File: src/rtl/wb_arb_defs.sv
// wb_arb_defs: shared state encodings and counter sizing for the round-robin Wishbone arbiter
package wb_arb_defs;
  typedef enum logic [1:0] {
    ARB_IDLE  = 2'd0,
    ARB_OWN   = 2'd1,
    ARB_ABORT = 2'd2
  } arb_state_t;
  function automatic int cnt_width(input int n);
    return (n < 1) ? 1 : $clog2(n + 1);
  endfunction
endpackage

File: src/rtl/wb_arbiter_rr_if.sv
// wb_arbiter_rr_if: one pipelined Wishbone link; master drives requests, slave drives responses
interface wb_arbiter_rr_if #(
  parameter int ADDR_WIDTH = 32,
  parameter int DATA_WIDTH = 32
);
  logic                    cyc;
  logic                    stb;
  logic                    we;
  logic [ADDR_WIDTH-1:0]   adr;
  logic [DATA_WIDTH-1:0]   dat_w;
  logic [DATA_WIDTH/8-1:0] sel;
  logic                    stall;
  logic                    ack;
  logic                    err;
  logic [DATA_WIDTH-1:0]   dat_r;
  modport master (output cyc, stb, we, adr, dat_w, sel, input stall, ack, err, dat_r);
  modport slave  (input cyc, stb, we, adr, dat_w, sel, output stall, ack, err, dat_r);
endinterface

File: src/rtl/wb_outst_tracker.sv
// wb_outst_tracker: outstanding-request counter with spurious-response filter and hung-slave timer
module wb_outst_tracker
  import wb_arb_defs::*;
#(
  parameter int MAX_OUTST = 4,
  parameter int TIMEOUT   = 255
) (
  input  logic wb_clk_i,
  input  logic wb_rst_i,
  input  logic clr,
  input  logic acc,
  input  logic rsp,
  output logic full,
  output logic rsp_ok,
  output logic to
);
  localparam int CW = cnt_width(MAX_OUTST);
  localparam int TW = cnt_width(TIMEOUT);
  logic [CW-1:0] cnt, cnt_n;
  logic [TW-1:0] tmr;
  assign rsp_ok = rsp & (cnt != '0);
  assign full   = cnt == CW'(MAX_OUTST);
  assign to     = (TIMEOUT != 0) && (tmr == TW'(TIMEOUT));
  assign cnt_n  = (acc & ~rsp_ok) ? cnt + 1'b1 : (~acc & rsp_ok) ? cnt - 1'b1 : cnt;
  // tmr holds the cycles elapsed since the last accept/ack while requests remain in flight
  always_ff @(posedge wb_clk_i)
    if (wb_rst_i | clr) begin
      cnt <= '0;
      tmr <= '0;
    end else begin
      cnt <= cnt_n;
      tmr <= (TIMEOUT == 0 || cnt_n == '0) ? '0 : (acc | rsp_ok) ? TW'(1) : tmr + 1'b1;
    end
endmodule

File: src/rtl/wb_arbiter_rr.sv
// wb_arbiter_rr: two-master round-robin Wishbone arbiter with outstanding cap and slave timeout
module wb_arbiter_rr
  import wb_arb_defs::*;
#(
  parameter int ADDR_WIDTH = 32,
  parameter int DATA_WIDTH = 32,
  parameter int MAX_OUTST  = 4,
  parameter int TIMEOUT    = 255
) (
  input  logic                   wb_clk_i,
  input  logic                   wb_rst_i,
  wb_arbiter_rr_if.slave         m0,
  wb_arbiter_rr_if.slave         m1,
  wb_arbiter_rr_if.master        s,
  output logic [1:0]             gnt_o,
  output logic                   timeout_o
);
  arb_state_t state, state_n;
  logic own, own_n, last, last_n;
  logic act, g0, g1, full, to, rsp_ok, clr;
  logic o_cyc, o_stb, o_we, oth_cyc;
  logic [ADDR_WIDTH-1:0]   o_adr;
  logic [DATA_WIDTH-1:0]   o_dat;
  logic [DATA_WIDTH/8-1:0] o_sel;
  logic [1:0] req;
  assign req       = {m1.cyc, m0.cyc};
  assign act       = state == ARB_OWN;
  assign g0        = act & ~own;
  assign g1        = act & own;
  assign gnt_o     = {g1, g0};
  assign timeout_o = act & to;
  assign o_cyc     = own ? m1.cyc : m0.cyc;
  assign o_stb     = own ? m1.stb : m0.stb;
  assign o_we      = own ? m1.we : m0.we;
  assign o_adr     = own ? m1.adr : m0.adr;
  assign o_dat     = own ? m1.dat_w : m0.dat_w;
  assign o_sel     = own ? m1.sel : m0.sel;
  assign oth_cyc   = own ? m0.cyc : m1.cyc;
  assign clr       = ~act | ~o_cyc | to;
  wb_outst_tracker #(.MAX_OUTST(MAX_OUTST), .TIMEOUT(TIMEOUT)) u_trk (
    .wb_clk_i,
    .wb_rst_i,
    .clr,
    .acc    (s.stb & ~s.stall),
    .rsp    (s.ack | s.err),
    .full,
    .rsp_ok,
    .to
  );
  // slave side mirrors the owner; request issue is throttled by the cap and the abort cycle
  always_comb begin
    s.cyc   = act & o_cyc;
    s.stb   = act & o_stb & ~full & ~to;
    s.we    = act & o_we;
    s.adr   = act ? o_adr : '0;
    s.dat_w = act ? o_dat : '0;
    s.sel   = act ? o_sel : '0;
  end
  // master side: only the owner sees slave responses, everyone else is stalled
  always_comb begin
    m0.stall = ~g0 | s.stall | full | to;
    m0.ack   = g0 & s.ack & rsp_ok & ~to;
    m0.err   = g0 & ((s.err & rsp_ok) | to);
    m0.dat_r = g0 ? s.dat_r : '0;
    m1.stall = ~g1 | s.stall | full | to;
    m1.ack   = g1 & s.ack & rsp_ok & ~to;
    m1.err   = g1 & ((s.err & rsp_ok) | to);
    m1.dat_r = g1 ? s.dat_r : '0;
  end
  // next owner: the requester other than the last one wins a tie; release hands off directly
  always_comb begin
    state_n = state;
    own_n   = own;
    last_n  = last;
    case (state)
      ARB_IDLE:
        if (|req) begin
          state_n = ARB_OWN;
          own_n   = &req ? ~last : req[1];
        end
      ARB_OWN:
        if (to) state_n = ARB_ABORT;
        else if (!o_cyc) begin
          last_n  = own;
          state_n = oth_cyc ? ARB_OWN : ARB_IDLE;
          own_n   = oth_cyc ? ~own : own;
        end
      ARB_ABORT: begin
        last_n  = own;
        state_n = |req ? ARB_OWN : ARB_IDLE;
        own_n   = &req ? ~own : req[1];
      end
      default: state_n = ARB_IDLE;
    endcase
  end
  // arbitration state register
  always_ff @(posedge wb_clk_i)
    if (wb_rst_i) begin
      state <= ARB_IDLE;
      own   <= 1'b0;
      last  <= 1'b1;
    end else begin
      state <= state_n;
      own   <= own_n;
      last  <= last_n;
    end
endmodule

File: src/flat_wrapper.sv
// flat-port wrapper written by rule: the top's interface ports become plain ports
module wb_arbiter_rr_flat import wb_arb_defs::*;
#(
  parameter int ADDR_WIDTH = 32,
  parameter int DATA_WIDTH = 32,
  parameter int MAX_OUTST  = 4,
  parameter int TIMEOUT    = 255
)
  (wb_clk_i, wb_rst_i, gnt_o, timeout_o, m0_cyc, m0_stb, m0_we, m0_adr, m0_dat_w, m0_sel, m0_stall, m0_ack, m0_err, m0_dat_r, m1_cyc, m1_stb, m1_we, m1_adr, m1_dat_w, m1_sel, m1_stall, m1_ack, m1_err, m1_dat_r, s_cyc, s_stb, s_we, s_adr, s_dat_w, s_sel, s_stall, s_ack, s_err, s_dat_r);
  wb_arbiter_rr_if #(.ADDR_WIDTH(ADDR_WIDTH), .DATA_WIDTH(DATA_WIDTH)) m0_i ();
  wb_arbiter_rr_if #(.ADDR_WIDTH(ADDR_WIDTH), .DATA_WIDTH(DATA_WIDTH)) m1_i ();
  wb_arbiter_rr_if #(.ADDR_WIDTH(ADDR_WIDTH), .DATA_WIDTH(DATA_WIDTH)) s_i ();
  input  logic wb_clk_i;
  input  logic wb_rst_i;
  output logic [1:0] gnt_o;
  output logic timeout_o;
  input wire logic [$bits(m0_i.cyc)-1:0] m0_cyc;
  input wire logic [$bits(m0_i.stb)-1:0] m0_stb;
  input wire logic [$bits(m0_i.we)-1:0] m0_we;
  input wire logic [$bits(m0_i.adr)-1:0] m0_adr;
  input wire logic [$bits(m0_i.dat_w)-1:0] m0_dat_w;
  input wire logic [$bits(m0_i.sel)-1:0] m0_sel;
  output wire logic [$bits(m0_i.stall)-1:0] m0_stall;
  output wire logic [$bits(m0_i.ack)-1:0] m0_ack;
  output wire logic [$bits(m0_i.err)-1:0] m0_err;
  output wire logic [$bits(m0_i.dat_r)-1:0] m0_dat_r;
  input wire logic [$bits(m1_i.cyc)-1:0] m1_cyc;
  input wire logic [$bits(m1_i.stb)-1:0] m1_stb;
  input wire logic [$bits(m1_i.we)-1:0] m1_we;
  input wire logic [$bits(m1_i.adr)-1:0] m1_adr;
  input wire logic [$bits(m1_i.dat_w)-1:0] m1_dat_w;
  input wire logic [$bits(m1_i.sel)-1:0] m1_sel;
  output wire logic [$bits(m1_i.stall)-1:0] m1_stall;
  output wire logic [$bits(m1_i.ack)-1:0] m1_ack;
  output wire logic [$bits(m1_i.err)-1:0] m1_err;
  output wire logic [$bits(m1_i.dat_r)-1:0] m1_dat_r;
  output wire logic [$bits(s_i.cyc)-1:0] s_cyc;
  output wire logic [$bits(s_i.stb)-1:0] s_stb;
  output wire logic [$bits(s_i.we)-1:0] s_we;
  output wire logic [$bits(s_i.adr)-1:0] s_adr;
  output wire logic [$bits(s_i.dat_w)-1:0] s_dat_w;
  output wire logic [$bits(s_i.sel)-1:0] s_sel;
  input wire logic [$bits(s_i.stall)-1:0] s_stall;
  input wire logic [$bits(s_i.ack)-1:0] s_ack;
  input wire logic [$bits(s_i.err)-1:0] s_err;
  input wire logic [$bits(s_i.dat_r)-1:0] s_dat_r;
  assign m0_i.cyc = m0_cyc;
  assign m0_i.stb = m0_stb;
  assign m0_i.we = m0_we;
  assign m0_i.adr = m0_adr;
  assign m0_i.dat_w = m0_dat_w;
  assign m0_i.sel = m0_sel;
  assign m0_stall = m0_i.stall;
  assign m0_ack = m0_i.ack;
  assign m0_err = m0_i.err;
  assign m0_dat_r = m0_i.dat_r;
  assign m1_i.cyc = m1_cyc;
  assign m1_i.stb = m1_stb;
  assign m1_i.we = m1_we;
  assign m1_i.adr = m1_adr;
  assign m1_i.dat_w = m1_dat_w;
  assign m1_i.sel = m1_sel;
  assign m1_stall = m1_i.stall;
  assign m1_ack = m1_i.ack;
  assign m1_err = m1_i.err;
  assign m1_dat_r = m1_i.dat_r;
  assign s_cyc = s_i.cyc;
  assign s_stb = s_i.stb;
  assign s_we = s_i.we;
  assign s_adr = s_i.adr;
  assign s_dat_w = s_i.dat_w;
  assign s_sel = s_i.sel;
  assign s_i.stall = s_stall;
  assign s_i.ack = s_ack;
  assign s_i.err = s_err;
  assign s_i.dat_r = s_dat_r;
  wb_arbiter_rr #(.ADDR_WIDTH(ADDR_WIDTH), .DATA_WIDTH(DATA_WIDTH), .MAX_OUTST(MAX_OUTST), .TIMEOUT(TIMEOUT)) u_core (.wb_clk_i(wb_clk_i), .wb_rst_i(wb_rst_i), .m0(m0_i), .m1(m1_i), .s(s_i), .gnt_o(gnt_o), .timeout_o(timeout_o));
endmodule
File: config.mk
export PLATFORM = sky130hd
export DESIGN_NAME = wb_arbiter_rr_flat
export DESIGN_NICKNAME = d
export VERILOG_FILES = /design/src/rtl/wb_arb_defs.sv /design/src/rtl/wb_arbiter_rr_if.sv /design/src/rtl/wb_outst_tracker.sv /design/src/rtl/wb_arbiter_rr.sv /design/src/flat_wrapper.sv
export SDC_FILE = /design/constraint.sdc
export NUM_CORES = 1
export LEC_CHECK = 0
export ABC_AREA = 0
export CAP_MARGIN = 5
export CELL_PAD_IN_SITES_DETAIL_PLACEMENT = 1
export CELL_PAD_IN_SITES_GLOBAL_PLACEMENT = 1
export CORE_MARGIN = 2
export CORE_UTILIZATION = 17
export DETAILED_ROUTE_END_ITERATION = 16
export GPL_ROUTABILITY_DRIVEN = 0
export GPL_TIMING_DRIVEN = 0
export HOLD_SLACK_MARGIN = 0.12
export PLACE_DENSITY = 0.89
export RECOVER_POWER = 50
export SLEW_MARGIN = 20
export SYNTH_ARGS = -nofsm -noshare
export SYNTH_HDL_FRONTEND = slang
export SYNTH_HIERARCHICAL = 1
export SYNTH_SLANG_ARGS = --single-unit
File: constraint.sdc
create_clock -name wb_clk_i -period 7.25 [get_ports wb_clk_i]
set_input_delay 2.175 -clock wb_clk_i [delete_from_list [all_inputs] [get_ports wb_clk_i]]
set_output_delay 2.175 -clock wb_clk_i [all_outputs]
set_load 0.005 [all_outputs]
==> results.md <==
- The total area inside the core boundary comes to 15000 um2.
- Combinational logic is responsible for 77.6% of the overall power.
- Setup repair after global routing left no endpoint under its margin.
- The count of final setup violators is 0.
- The launching point of the worst reg2reg path is u_core/own.
- The total of cells resized after clock tree synthesis is 0.
- In this run the cell area measured after placement is 6040 um2.
- The clock transition at the registers of the reported paths is 50 ps.
- The maximum frequency from static timing analysis is 166 MHz.
- The fill cell total of the finished layout is 1805.
- The total power is 0.000878 W.
- Detailed placement finished with a half-perimeter wire length of 13.5 mm.
- The library cell occupying the most area in the post-synthesis netlist is sky130_fd_sc_hd__mux2i_1.
- For the worst-skew pair, the clock arrives at the later sink with an insertion delay of 240 ps.
- The category of cells accounting for the largest share of critical-path delay is buffers and inverters.
- Summed over all failing endpoints, the final setup total negative slack is 0 ps.
- The clock buffer count from CTS is 3.
- Synthesis produced a netlist whose cell count is 365.
- By area the synthesized netlist is led by sky130_fd_sc_hd__mux2i_1, sky130_fd_sc_hd__nor2_1, sky130_fd_sc_hd__dfxtp_1.
- The hold-fix buffer count after cts is 0.
- The root buffer cell is sky130_fd_sc_hd__clkbuf_16.
- The worst path needs 6020 ps of the cycle, external delays included.
- The leakage dissipation is 2.53 nW.
- The type of the worst setup path is input pin to output port.
- The most frequent standard cell in the layout excluding fill and tap cells is sky130_fd_sc_hd__clkdlybuf4s50_1.
- The endpoint of the worst-slack reg-to-reg timing path is u_core/u_trk/tmr[7].
- The maximum fanout along the worst path is 7.
- The switching component of the power is 0.000338 W.
- For this run, the total global-route usage over all layers was measured as 17.9%.
- The ratio of cells with drive above 1 in the final layout is 3.33%.
- The internal portion of the total power is 0.000540 W.
- The total detailed-routing wirelength is 15.2 mm.
- The count of different cell masters after synthesis is 47.
- The floorplan step set the die height to 127 um.
- The finished cells cover 6100 um2.
- The post-route clock skew is 1.36 ps.
- The number of placed instances, taps included, is 875.
- The run finished with clean final reports.
- Yosys printed 6 warnings.
- Setup slack on the worst reg-to-reg path comes out at 4010 ps.
- The peak per-stage delay on the critical path is 450 ps.
- The cell with the most instances on the worst path is sky130_fd_sc_hd__clkdlybuf4s50_1.
- The number of antenna violations at the first check in global routing is 0.
- The share of flip-flops with an asynchronous set or reset is 0%.
- The share of power burned in registers is 10.4%.
- STA classifies the critical path endpoint as an output port.
- In this run the remaining antenna-violating nets after routing total 0.
- The slew at the pin with the worst max-slew slack is 712 ps.
- The via count is 3864.
- TritonCTS built the clock tree.
- The final max-slew violation count came to 0.
- Across the VDD grid, the largest voltage drop is 61.8 uV.
- The sequential-to-total area share from yosys stat is 11.6%.
- Counting flops with a built-in enable in the synthesized netlist gives 0.
- The final layout contains 880 nets.
- The count of cells along the worst register-to-register path is 9.
- Before antenna repair, the detailed router went through 4 iterations.
- The number of hold violations in the final report is 0.
- The total number of placement rows is 45.
- The post-detailed-route via-to-cell ratio is 4.40.
- The number of DRC violations after detailed routing is 0.
- The routed length per placed instance is 17.3 um.
- The type of the most critical hold path is register to register.
- The post-synth design cell area is 2580 um2.
- Per report_power, the clock group accounts for 12.0% of the total.
- The largest net degree at the start of global routing is 11.
- The top cell types in the final layout, fill and taps aside, are sky130_fd_sc_hd__clkdlybuf4s50_1, sky130_fd_sc_hd__nor2_1, sky130_fd_sc_hd__mux2i_1.
- Once the floorplan was initialized, standard cells occupied 17.2% of the core.
- The startpoint type of the worst setup path is an input pin.
- The die area is 16200 um2.
- Relative to the synthesized area, the layout overhead comes to 136%.
- Headroom to the max-slew limit came out at 52.3%.
- Port buffering added 322 buffers.
- The worst min-delay path startpoint is u_core/state[1].
- The buffer count from post-CTS setup fixing is 0.
- The total clock sinks is 15.
- The endpoint of the worst hold-timing path is u_core/state[1].
- The initial detailed-routing violation count is 104.
- The top-area cell type share of the netlist area is 27.1%.
- The die is 127 um wide.
- The number of nets in the synthesized netlist is 553.
- The number of cells traversed by the worst hold path is 2.
- The arrival time at the worst endpoint is 3840 ps.
- The longest clock path from root to sink contains 2 buffers.
- Of the available clock period, the critical path in the final layout requires 83.0%.
- Power spread over the standard cell area amounts to 144 nW/um2.
- The final non-filler cell total is 879.
- Synthesis inferred 15 register bits.
- A synthesized cell averages 7.07 um2.
- The max capacitance violation total is 0.
- The number of antenna cells inserted is 0.
- The total global routing overflow is 0.
- The fraction of power spent switching nets is 38.5%.
- The highest-delay cell along the critical path is sky130_fd_sc_hd__clkdlybuf4s50_1.
- The number of placed I/O pins is 323.
- Among all flip-flop cells after synthesis, the most frequent one is sky130_fd_sc_hd__dfxtp_1.
- In this run the number of H-tree levels came out at 1.
- The buffers plus inverters on the worst setup path is 2.
- For this run, the share of the core covered by cells in the final layout is 40.6%.
- The data required time of the worst path is 5080 ps.
- The first global-routing pass estimated 23.0 mm of wire.
- Walking the worst path, the cells encountered are clkdlybuf4s50_1, or2_2, and2_4, a21oi_1, nor2_1, clkdlybuf4s50_1.
- The number of global-route vias before repair was 3983.
[tightest hold or removal path: stages, from the launching register on]
cell	delay (ps)
sky130_fd_sc_hd__dfxtp_1	340
sky130_fd_sc_hd__nand2_1	70
sky130_fd_sc_hd__a21oi_1	60
[registers in the layout, indices dropped and copies added (netlist names)]
register and count:
u_core/own 1, u_core/state 2, u_core/u_trk/cnt 3, u_core/last 1, u_core/u_trk/tmr 8
[kinds of logic after synthesis]
kind of cell	count (synthesis)	share of synthesized area (%)
and+or+nand+nor	189	37.1
muxes	71	27.7
buffers and inverters	41	7.61
AOI/OAI and AO/OA	32	8.87
DFF	15	11.6
adders and majority gates	9	4.36
xor gates and xnor gates	8	2.71
[worst max path at each step]
stage,from,end,depth (start not counted)
after floorplan,s_ack,m0_err,4
after global placement,s_ack,m1_err,6
after detailed placement,s_ack,m1_err,6
after CTS,s_ack,m1_err,6
after global routing,s_ack,m1_err,6
final,s_ack,m1_err,6
[power by group through the flow]
stage / Combinational, W / Clock, W / Sequential [W]
after floorplan: 0.000295 / 0 / 0.0000921
after global placement: 0.000701 / 0 / 0.0000928
after detailed placement: 0.000713 / 0 / 0.0000934
after CTS: 0.000715 / 0.000107 / 0.0000918
after global routing: 0.000737 / 0.000115 / 0.0000918
final: 0.000681 / 0.000105 / 0.0000916
[per-stage QoR]
stage	hold WS, ps	setup slack [ps]
2_1_floorplan	459	2190
4_1_cts	527	1240
5_1_grt	543	1120
3_3_place_gp	494	1250
6_report	525	1230
3_5_place_dp	520	1250
[layout make-up]
type	count	area [um2]	share of cell area (%)
plain buffers	31	150	2.46
clock buffers	3	75.1	1.23
clock inverters	1	5.00	0.0820
inverters	10	37.5	0.615
multi-input cells	309	2080	34.0
flip-flops and latches	15	300	4.92
well taps	188	235	3.85
repair buffers	322	3220	52.8
[cell usage after synthesis (2+ instances only)]
library cell	n
sky130_fd_sc_hd__o21ai_0	2
sky130_fd_sc_hd__or2_2	2
sky130_fd_sc_hd__and3_1	33
sky130_fd_sc_hd__inv_2	2
sky130_fd_sc_hd__buf_2	7
sky130_fd_sc_hd__buf_4	7
sky130_fd_sc_hd__inv_1	8
sky130_fd_sc_hd__xor2_1	5
sky130_fd_sc_hd__nand2b_1	6
sky130_fd_sc_hd__mux2i_1	70
sky130_fd_sc_hd__nand3_1	4
sky130_fd_sc_hd__nand3b_1	2
sky130_fd_sc_hd__nor2_1	83
sky130_fd_sc_hd__nand2_1	11
sky130_fd_sc_hd__a21oi_1	8
sky130_fd_sc_hd__a31oi_1	2
sky130_fd_sc_hd__a211oi_1	7
sky130_fd_sc_hd__clkbuf_1	16
sky130_fd_sc_hd__and2_1	34
sky130_fd_sc_hd__nor3_1	3
sky130_fd_sc_hd__ha_1	9
sky130_fd_sc_hd__dfxtp_1	15
sky130_fd_sc_hd__nor2b_1	3
sky130_fd_sc_hd__xnor2_1	3
[routing by layer]
layer | global-route usage [%] | vias to the layer above | wire length [um]
met3 | 3.31 | 13 | 915
met5 | 0 | - | 0
met2 | 35.2 | 170 | 8180
li1 | - | 1900 | -
met4 | 1.75 | 0 | 142
met1 | 20.8 | 1781 | 6000
Note: power is estimated with default switching activity, not from simulation.
